## src/rtl/uart_host_bridge.sv

```systemverilog
// Host-side bridge for the UART core: TX FIFO with frame-by-frame tx_start/tx_busy
// sequencing, RX FIFO capture with sticky overrun, and between-frame ctrl_word updates.
module uart_host_bridge #(
  parameter int TX_DEPTH = 8,
  parameter int RX_DEPTH = 8
) (
  input  logic                        clk,
  input  logic                        rst,
  input  logic [7:0]                  tx_wdata,
  input  logic                        tx_wvalid,
  output logic                        tx_wready,
  output logic [7:0]                  rx_rdata,
  output logic                        rx_rerr,
  output logic                        rx_rvalid,
  input  logic                        rx_rready,
  input  logic [4:0]                  cfg_ctrl,
  input  logic                        cfg_load,
  output logic                        cfg_pending,
  input  logic                        ovr_clr,
  output logic                        rx_overrun,
  output logic [$clog2(TX_DEPTH):0]   tx_level,
  output logic [$clog2(RX_DEPTH):0]   rx_level,
  output logic [4:0]                  core_ctrl_word,
  output logic [7:0]                  core_tx_data,
  output logic                        core_tx_start,
  input  logic                        core_tx_busy,
  input  logic [7:0]                  core_rx_data,
  input  logic                        core_rx_ready,
  input  logic                        core_rx_error
);

  // state    | meaning
  // T_IDLE   | no frame in flight; may apply config or launch the FIFO head
  // T_LAUNCH | core_tx_start high for this single cycle
  // T_ARM    | waiting for the core to raise tx_busy
  // T_DRAIN  | frame on the line; waiting for tx_busy to fall

  localparam int TAW = $clog2(TX_DEPTH);
  localparam int RAW = $clog2(RX_DEPTH);
  localparam logic [TAW:0]   TX_FULL    = (TAW+1)'(TX_DEPTH);
  localparam logic [RAW:0]   RX_FULL    = (RAW+1)'(RX_DEPTH);
  localparam logic [TAW:0]   TX_CNT_ONE = (TAW+1)'(1);
  localparam logic [RAW:0]   RX_CNT_ONE = (RAW+1)'(1);
  localparam logic [TAW-1:0] TX_PTR_ONE = TAW'(1);
  localparam logic [RAW-1:0] RX_PTR_ONE = RAW'(1);
  localparam logic [4:0]     CTRL_RESET = 5'b01011;

  typedef enum logic [1:0] {T_IDLE, T_LAUNCH, T_ARM, T_DRAIN} tx_state_t;

  tx_state_t state, state_next;
  logic launch, apply;

  // TX FIFO
  logic [7:0]     tx_mem [TX_DEPTH];
  logic [TAW-1:0] tx_wp, tx_rp;
  logic [TAW:0]   tx_cnt;
  logic           tx_full, tx_empty, tx_push;

  assign tx_full   = (tx_cnt == TX_FULL);
  assign tx_empty  = (tx_cnt == '0);
  assign tx_wready = ~tx_full;
  assign tx_push   = tx_wvalid & ~tx_full;
  assign tx_level  = tx_cnt;

  always_ff @(posedge clk) begin
    if (tx_push) tx_mem[tx_wp] <= tx_wdata;
  end

  always_ff @(posedge clk or posedge rst) begin
    if (rst) begin
      tx_wp  <= '0;
      tx_rp  <= '0;
      tx_cnt <= '0;
    end else begin
      if (tx_push) tx_wp <= tx_wp + TX_PTR_ONE;
      if (launch)  tx_rp <= tx_rp + TX_PTR_ONE;
      case ({tx_push, launch})
        2'b10:   tx_cnt <= tx_cnt + TX_CNT_ONE;
        2'b01:   tx_cnt <= tx_cnt - TX_CNT_ONE;
        default: tx_cnt <= tx_cnt;
      endcase
    end
  end

  // TX sequencer
  always_comb begin
    state_next = state;
    launch     = 1'b0;
    apply      = 1'b0;
    case (state)
      T_IDLE: begin
        if (cfg_pending && !core_tx_busy) apply = 1'b1;
        if (!tx_empty && !cfg_pending && !core_tx_busy) begin
          launch     = 1'b1;
          state_next = T_LAUNCH;
        end
      end
      T_LAUNCH: state_next = T_ARM;
      T_ARM:    if (core_tx_busy) state_next = T_DRAIN;
      T_DRAIN:  if (!core_tx_busy) state_next = T_IDLE;
      default:  state_next = T_IDLE;
    endcase
  end

  always_ff @(posedge clk or posedge rst) begin
    if (rst) begin
      state         <= T_IDLE;
      core_tx_start <= 1'b0;
      core_tx_data  <= 8'h00;
    end else begin
      state         <= state_next;
      core_tx_start <= launch;
      if (launch) core_tx_data <= tx_mem[tx_rp];
    end
  end

  // Config shadow: a load in the same cycle as an apply queues the newer value
  logic [4:0] cfg_shadow;

  always_ff @(posedge clk or posedge rst) begin
    if (rst) begin
      cfg_shadow     <= CTRL_RESET;
      cfg_pending    <= 1'b0;
      core_ctrl_word <= CTRL_RESET;
    end else begin
      if (apply) core_ctrl_word <= cfg_shadow;
      if (cfg_load) begin
        cfg_shadow  <= cfg_ctrl;
        cfg_pending <= 1'b1;
      end else if (apply) begin
        cfg_pending <= 1'b0;
      end
    end
  end

  // RX FIFO
  logic [8:0]     rx_mem [RX_DEPTH];
  logic [RAW-1:0] rx_wp, rx_rp;
  logic [RAW:0]   rx_cnt;
  logic           rx_full, rx_pop, rx_push, ovr_set;
  logic [8:0]     rx_head;

  assign rx_full   = (rx_cnt == RX_FULL);
  assign rx_rvalid = (rx_cnt != '0);
  assign rx_pop    = rx_rvalid & rx_rready;
  assign rx_push   = core_rx_ready & (~rx_full | rx_pop);
  assign ovr_set   = core_rx_ready & rx_full & ~rx_pop;
  assign rx_head   = rx_rvalid ? rx_mem[rx_rp] : 9'h000;
  assign rx_rdata  = rx_head[7:0];
  assign rx_rerr   = rx_head[8];
  assign rx_level  = rx_cnt;

  always_ff @(posedge clk) begin
    if (rx_push) rx_mem[rx_wp] <= {core_rx_error, core_rx_data};
  end

  always_ff @(posedge clk or posedge rst) begin
    if (rst) begin
      rx_wp      <= '0;
      rx_rp      <= '0;
      rx_cnt     <= '0;
      rx_overrun <= 1'b0;
    end else begin
      if (rx_push) rx_wp <= rx_wp + RX_PTR_ONE;
      if (rx_pop)  rx_rp <= rx_rp + RX_PTR_ONE;
      case ({rx_push, rx_pop})
        2'b10:   rx_cnt <= rx_cnt + RX_CNT_ONE;
        2'b01:   rx_cnt <= rx_cnt - RX_CNT_ONE;
        default: rx_cnt <= rx_cnt;
      endcase
      if (ovr_set)      rx_overrun <= 1'b1;
      else if (ovr_clr) rx_overrun <= 1'b0;
    end
  end

endmodule
```

## config.mk

```make
export PLATFORM = sky130hd
export DESIGN_NAME = uart_host_bridge
export DESIGN_NICKNAME = d
export VERILOG_FILES = /design/src/rtl/uart_host_bridge.sv
export SDC_FILE = /design/constraint.sdc
export NUM_CORES = 1
export LEC_CHECK = 0
export BUFFER_PORTS_ARGS = -buffer_cell sky130_fd_sc_hd__buf_2
export CORE_AREA = 2 2 113 115
export CTS_BUF_LIST = sky130_fd_sc_hd__clkbuf_4
export DETAILED_ROUTE_END_ITERATION = 7
export DIE_AREA = 0 0 115 117
export GPL_ROUTABILITY_DRIVEN = 0
export GPL_TIMING_DRIVEN = 0
export PLACE_DENSITY = 0.8
export SYNTH_ARGS = -nofsm -noshare
export SYNTH_HDL_FRONTEND = slang
export SYNTH_SLANG_ARGS = --single-unit
export TNS_END_PERCENT = 50
```

## constraint.sdc

```tcl
create_clock -name clk -period 3.1 [get_ports clk]
set_input_delay 0.93 -clock clk [delete_from_list [all_inputs] [get_ports clk]]
set_output_delay 0.93 -clock clk [all_outputs]
set_load 0.01 [all_outputs]
```

==> results of run 1 <==
-- cells by family (layout without fill, tap and decap cells) --
logic type                 count (synthesis)  after routing  share of synthesized area [%]
DFF                                      179            179                           70.7
muxes                                     66             66                           15.2
xor gates and xnor gates                  14             14                           1.68
AOI/OAI and AO/OA                         26             26                           2.38
and+or+nand+nor                           78             78                           5.47
buffers and inverters                     31            134                           2.16
adders and majority gates                 14             14                           2.50
-- how the worst max path moves through the flow --
stage | startpoint | cells after the start | endpoint
2_1_floorplan | rx_rready | 7 | rx_level[3]
3_3_place_gp | rx_rready | 4 | rx_mem[0][0]
3_5_place_dp | rx_rready | 8 | rx_level[3]
4_1_cts | rx_rp[0] | 6 | rx_rdata[0]
5_1_grt | rx_rp[0] | 6 | rx_rdata[1]
6_report | rx_rp[0] | 6 | rx_rdata[5]
-- cells in the mapped netlist (2+ instances only) --
master,instances
a21oi_1,3
buf_1,2
buf_2,4
buf_4,3
buf_6,3
clkbuf_1,2
clkbuf_2,2
dfrtp_1,37
dfstp_2,6
edfxtp_1,136
ha_1,13
inv_1,12
inv_2,3
mux2_2,14
mux2i_1,17
mux4_2,34
nand2_1,20
nand2_2,3
nand2b_1,7
nand3_1,3
nand4b_1,2
nor2_1,22
nor3_1,9
nor3b_1,2
nor4_1,3
o21ai_0,15
or2_2,2
or3_1,2
xnor2_1,9
xor2_1,5
-- area by class of cell --
type,count,area (um^2),share of cell area [%]
buffer,16,128,1.54
inverter,15,56.3,0.679
tap,150,188,2.26
clock inverter,15,169,2.04
timing repair buffer,71,425,5.13
sequential,179,5170,62.4
clock buffer,17,128,1.54
multi-input combinational,198,2020,24.4
-- state kept, by name, indices dropped and copies added, names as in the netlist --
register	cells
rx_overrun	1
rx_rp	3
tx_level	4
rx_level	4
tx_rp	3
tx_mem	64
core_tx_start	1
rx_mem	72
core_ctrl_word	5
tx_wp	3
cfg_pending	1
core_tx_data	8
cfg_shadow	5
state	2
rx_wp	3
-- worst reg2reg max path: cells and delay by family, from the launching register on --
kind                       cells  cell delay (ns)
AOI/OAI and AO/OA              3             0.68
adders and majority gates      2             0.57
buffers and inverters          3             0.28
DFF                            1             0.41
and+or+nand+nor                2             0.85
-- layer usage --
metal | routed length, um | up-vias | GRT usage [%] | share of wire [%]
met1 | 5290 | 1903 | 25.3 | 40
met3 | 585 | 20 | 6.28 | 4.4
met5 | 0 | - | 0 | 0
met4 | 214 | 0 | 6.67 | 1.6
met2 | 7140 | 101 | 38.2 | 54
li1 | - | 1767 | - | -
-- metrics by stage --
stage          cell area, um^2  hold WS, ns  worst slack [ns]  utilization (%)
2_1_floorplan             7310        0.477             0.279                -
3_3_place_gp              7820        0.463            -0.116             63.5
3_5_place_dp              7870        0.474            -0.200             63.9
4_1_cts                   8230        0.343            -0.112             66.9
5_1_grt                   8290        0.383            -0.181             67.3
6_report                  8290        0.371           -0.0435             67.3
-- where the power goes --
| group | switching [mW] | internal, mW |
|---|---|---|
| clock | 0.834 | 0.502 |
| sequential | 0.315 | 3.11 |
| combinational | 1.34 | 1.29 |
-- timing repair --
action	4_1_cts	5_1_grt
gates cloned	0	1
hold endpoints to repair	0	0
setup endpoints to repair	9	11
gates resized for setup	7	1
pin swaps	0	3
buffers inserted	4	1
==> impl_metrics.tcl, run 1 <==
set metrics [dict create \
    status "finished with violations" \
    violations "negative setup slack" \
    synth_flop_cell "edfxtp_1" \
    cp_num_buf_inv 3 \
    cts_tree "done" \
    cts.sinks 179 \
    wl_per_cell_um 20.0 \
    final_layout_size_suffix_gt1_share_pct 37.4 \
    core_mm2 0.0123 \
    r2r_start "rx_level[0]" \
    reg2regPathDepth 10 \
    hold_class "input port to async pin" \
    dp_hpwl_um 8700 \
    fillers 855 \
    synth_edf_count 136 \
    crit_arrival_ns 2.21 \
    setup-violations-final 3 \
    worstPathRequired_ns 2.17 \
    synthTopCellsByArea "edfxtp_1 56%, dfrtp_1 13%, mux4_2 10%" \
    synthArstFlopShare_pct 24.0 \
    grt_max_degree 24 \
    ys_warn_count 0 \
    cp_max_fo 6 \
    powerDensity_mw_per_mm2 892 \
    syn_area_per_cell_um2 17.9 \
    num_rows 41 \
    cts_hold_buffers 0 \
    layout.nets 542 \
    netlist_instances 408 \
    final_common_cell "edfxtp_1" \
    io_buffers 63 \
    drt_iter0_drc 211 \
    area_growth_pct 13.3 \
    period_needed_ns 3.14 \
    cts_root_buf "clkbuf_4" \
    overflow 0 \
    crit_chain "buf_12 > buf_4 > mux4_2 > mux2i_1 > nor2_1 > buf_2" \
    grt_pass1_vias 3983 \
    layout_common_cells "136 x edfxtp_1, 66 x buf_2, 36 x dfrtp_1" \
    stdcell_count 661 \
    grt_usage_pct 21.4 \
    cts_buffer_depth 2 \
    grt_pass1_wl_um 20700 \
    clk_latency_ns 0.57 \
    placed_cells 623 \
    clock.fmax_ghz 0.318 \
    min_period_over_period_pct 101 \
    h-tree-depth 4 \
    r2r_slack_ns 0.23 \
    firstDrtPassIters 4 \
    n_antenna_cell 0 \
    slowest_delay_ns 0.48 \
    slowest_stage "mux4_2" \
    synthDistinctLibCells 43 \
    fin_tns_setup_ns -0.0686 \
    dieArea_mm2 0.0135 \
    hold_viol 0 \
    netlist_area_mm2 0.00731 \
    cp-start-kind "flip-flop" \
    ys_ff_latch 179 \
    finClkSkew_ns 0.0180 \
    initial_core_util_pct 59.4 \
    tightest_slew_ns 1.03 \
    p_leak_nw 3.06 \
    syn-num-nets 452 \
    end_kind "output pin" \
    r2r_end "rx_level[3]" \
    die_x_um 115 \
    antenna_found_initial 0 \
    ys_seq_area_share_pct 70.7 \
    max_slew_margin_pct 30.8 \
    postRouteAntennaNets 0 \
    cap_violations 0 \
    clk_pin_slew_ns 0.15 \
    yosysTopAreaCell "edfxtp_1" \
    power_mw 7.39 \
    wl_um 13200 \
    drc 0 \
    ir_drop_uv 428 \
    netlist.area_leader.share_pct 55.8 \
    drv_slew 0 \
    rsz0062_at_grt "yes" \
    path_class "flip-flop to output pin" \
    crit_family "multiplexers" \
    setup_slack_ns -0.0435 \
    die_h_um 117 \
    cts-buffers-inserted 17 \
    vias 3791 \
    vias_per_cell 5.74 \
    num_io_pins 65 \
]
(Power assumes the default switching activity.)
==> inputs of run 2 (changes only) <==
CORE_AREA = 2 2 124 126   (was 2 2 113 115)
DIE_AREA = 0 0 126 128   (was 0 0 115 117)
PLACE_DENSITY = 0.68   (was 0.8)
==> impl_metrics.tcl, run 2 (same netlist as run 1, synthesis figures left out) <==
set metrics [dict create \
    core_mm2 0.0149 \
    p_leak_nw 3.04 \
    layout.nets 541 \
    period_needed_ns 3.07 \
    final_layout_size_suffix_gt1_share_pct 35.8 \
    grt_pass1_vias 3958 \
    ir_drop_uv 397 \
    vias_per_cell 5.43 \
    cts_hold_buffers 0 \
    cts_buffer_depth 2 \
    setup.worst_path.end "rx_rdata[4]" \
    r2r_slack_ns 0.22 \
    final_common_cell "edfxtp_1" \
    grt_pass1_wl_um 20700 \
    setup-violations-final 0 \
    r2r_start "rx_level[2]" \
    placed_cells 663 \
    num_io_pins 65 \
    p_sw_mw 2.32 \
    num_rows 45 \
    p_clk_share_pct 16.3 \
    postRouteAntennaNets 0 \
    top_register "rx_mem" \
    slowest_delay_ns 0.49 \
    vias 3776 \
    final_core_util_pct 55.7 \
    die_h_um 128 \
    area_growth_pct 13.2 \
    power_mw 7.22 \
    cp-start-kind "flip-flop" \
    wl_per_cell_um 18.7 \
    overflow 0 \
    firstDrtPassIters 4 \
    wl_um 13000 \
    crit_chain "buf_12 > buf_12 > mux4_2 > mux2i_1 > nor2_1 > buf_2" \
    seqPwrFrac_pct 47.8 \
    drv_slew 0 \
    worstPathRequired_ns 2.17 \
    slowest_stage "mux4_2" \
    die_x_um 126 \
    tightest_slew_ns 1.38 \
    initial_core_util_pct 49.2 \
    crit_arrival_ns 2.14 \
    finClkSkew_ns 0.0179 \
    min_period_over_period_pct 99.0 \
    hold_class "input port to async pin" \
    clk_latency_ns 0.55 \
    cts_tree "done" \
    io_buffers 63 \
    status "finished, final reports clean" \
    top_regs "rx_mem x72, tx_mem x64, core_tx_data x8" \
    h-tree-depth 4 \
    reg2regPathDepth 9 \
    stdcell_count 695 \
    cp_max_fo 5 \
    antenna_found_initial 1 \
    dieArea_mm2 0.0161 \
    switching_share_pct 32.2 \
    combPwrFrac_pct 36.0 \
    path_common_cell "buf_12" \
    hold_viol 0 \
    clock.fmax_ghz 0.326 \
    end_kind "output pin" \
    internal_power_mw 4.89 \
    drt_iter0_drc 192 \
    cts.sinks 179 \
    cts_root_buf "clkbuf_4" \
    crit_start "rx_rp[0]" \
    path_class "flip-flop to output pin" \
    drc 0 \
    r2r_end "rx_level[3]" \
    dp_hpwl_um 8690 \
    max_slew_margin_pct 7.28 \
    powerDensity_mw_per_mm2 872 \
    grt_usage_pct 17.3 \
    cap_violations 0 \
    clk_pin_slew_ns 0.14 \
    layout_common_cells "136 x edfxtp_1, 66 x buf_2, 37 x dfrtp_1" \
    grt_max_degree 39 \
    rsz0062_at_grt "yes" \
    cts-buffers-inserted 17 \
    largest_reg_flops 72 \
]
run 2: changes by cell type in the layout (fill, tap and decap cells not counted), sizes merged:
cell / previous run / this run
clkinv: 4 / 6
clkbuf: 22 / 24
clkinvlp: 1 / 0
diode: 0 / 1
inv: 23 / 15
run 2: critical path, delay by kind of cell, from the launching register on:
| family | cells | cell delay (ns) |
|---|---|---|
| buf+inv | 3 | 0.46 |
| flops | 1 | 0.41 |
| simple gates | 1 | 0.09 |
| mux | 2 | 0.65 |
run 2: area by class of cell:
cell class	count	area, um^2
fillers	1184	6590
flip-flops and latches	179	5170
multi-input cells	198	2010
repair buffers	71	437
well taps	188	235
clock buffers	20	150
plain buffers	15	124
clock inverters	8	90.1
inverters	15	56.3
diodes	1	2.50
run 2: worst min-delay path by stage:
stage                                  to  cells after the start
after detailed placement  core_tx_data[6]                      2
after CTS                     tx_level[0]                      2
after floorplan             cfg_shadow[2]                      1
after global routing          tx_level[0]                      2
final                         tx_level[0]                      2
after global placement    core_tx_data[1]                      2
run 2: layer usage:
layer  vias up  wire, um  global-route usage, %
li1       1752         -                      -
met1      1920      5120                   20.1
met2        90      7090                   31.4
met3        14       562                   4.55
met4         0       193                   5.62
met5         -         0                      0
run 2: through the flow:
stage | setup TNS (ns) | hold slack, ns | area [um^2] | setup slack, ns
floorplan | 0 | 0.477 | 7310 | 0.279
global placement | -2.86 | 0.464 | 7860 | -0.229
detailed placement | -0.270 | 0.468 | 7940 | -0.267
CTS | -0.0504 | 0.198 | 8280 | -0.0271
global route | -0.945 | 0.186 | 8280 | -0.129
finish | 0 | 0.241 | 8280 | 0.0297
run 2: timing repair:
| action | in CTS | in global routing |
|---|---|---|
| endpoints found under the setup margin | 9 | 10 |
| pin swaps | 1 | 3 |
| gates cloned | 1 | 0 |
| resized for setup | 8 | 0 |
| setup buffers | 3 | 0 |
run 2: power groups by stage:
stage	clock network, mW	logic (mW)	registers (mW)
2_1_floorplan	0	1.71	3.46
3_3_place_gp	0	2.43	3.42
3_5_place_dp	0	2.52	3.47
4_1_cts	1.21	2.69	3.41
5_1_grt	1.31	2.85	3.52
6_report	1.17	2.60	3.45
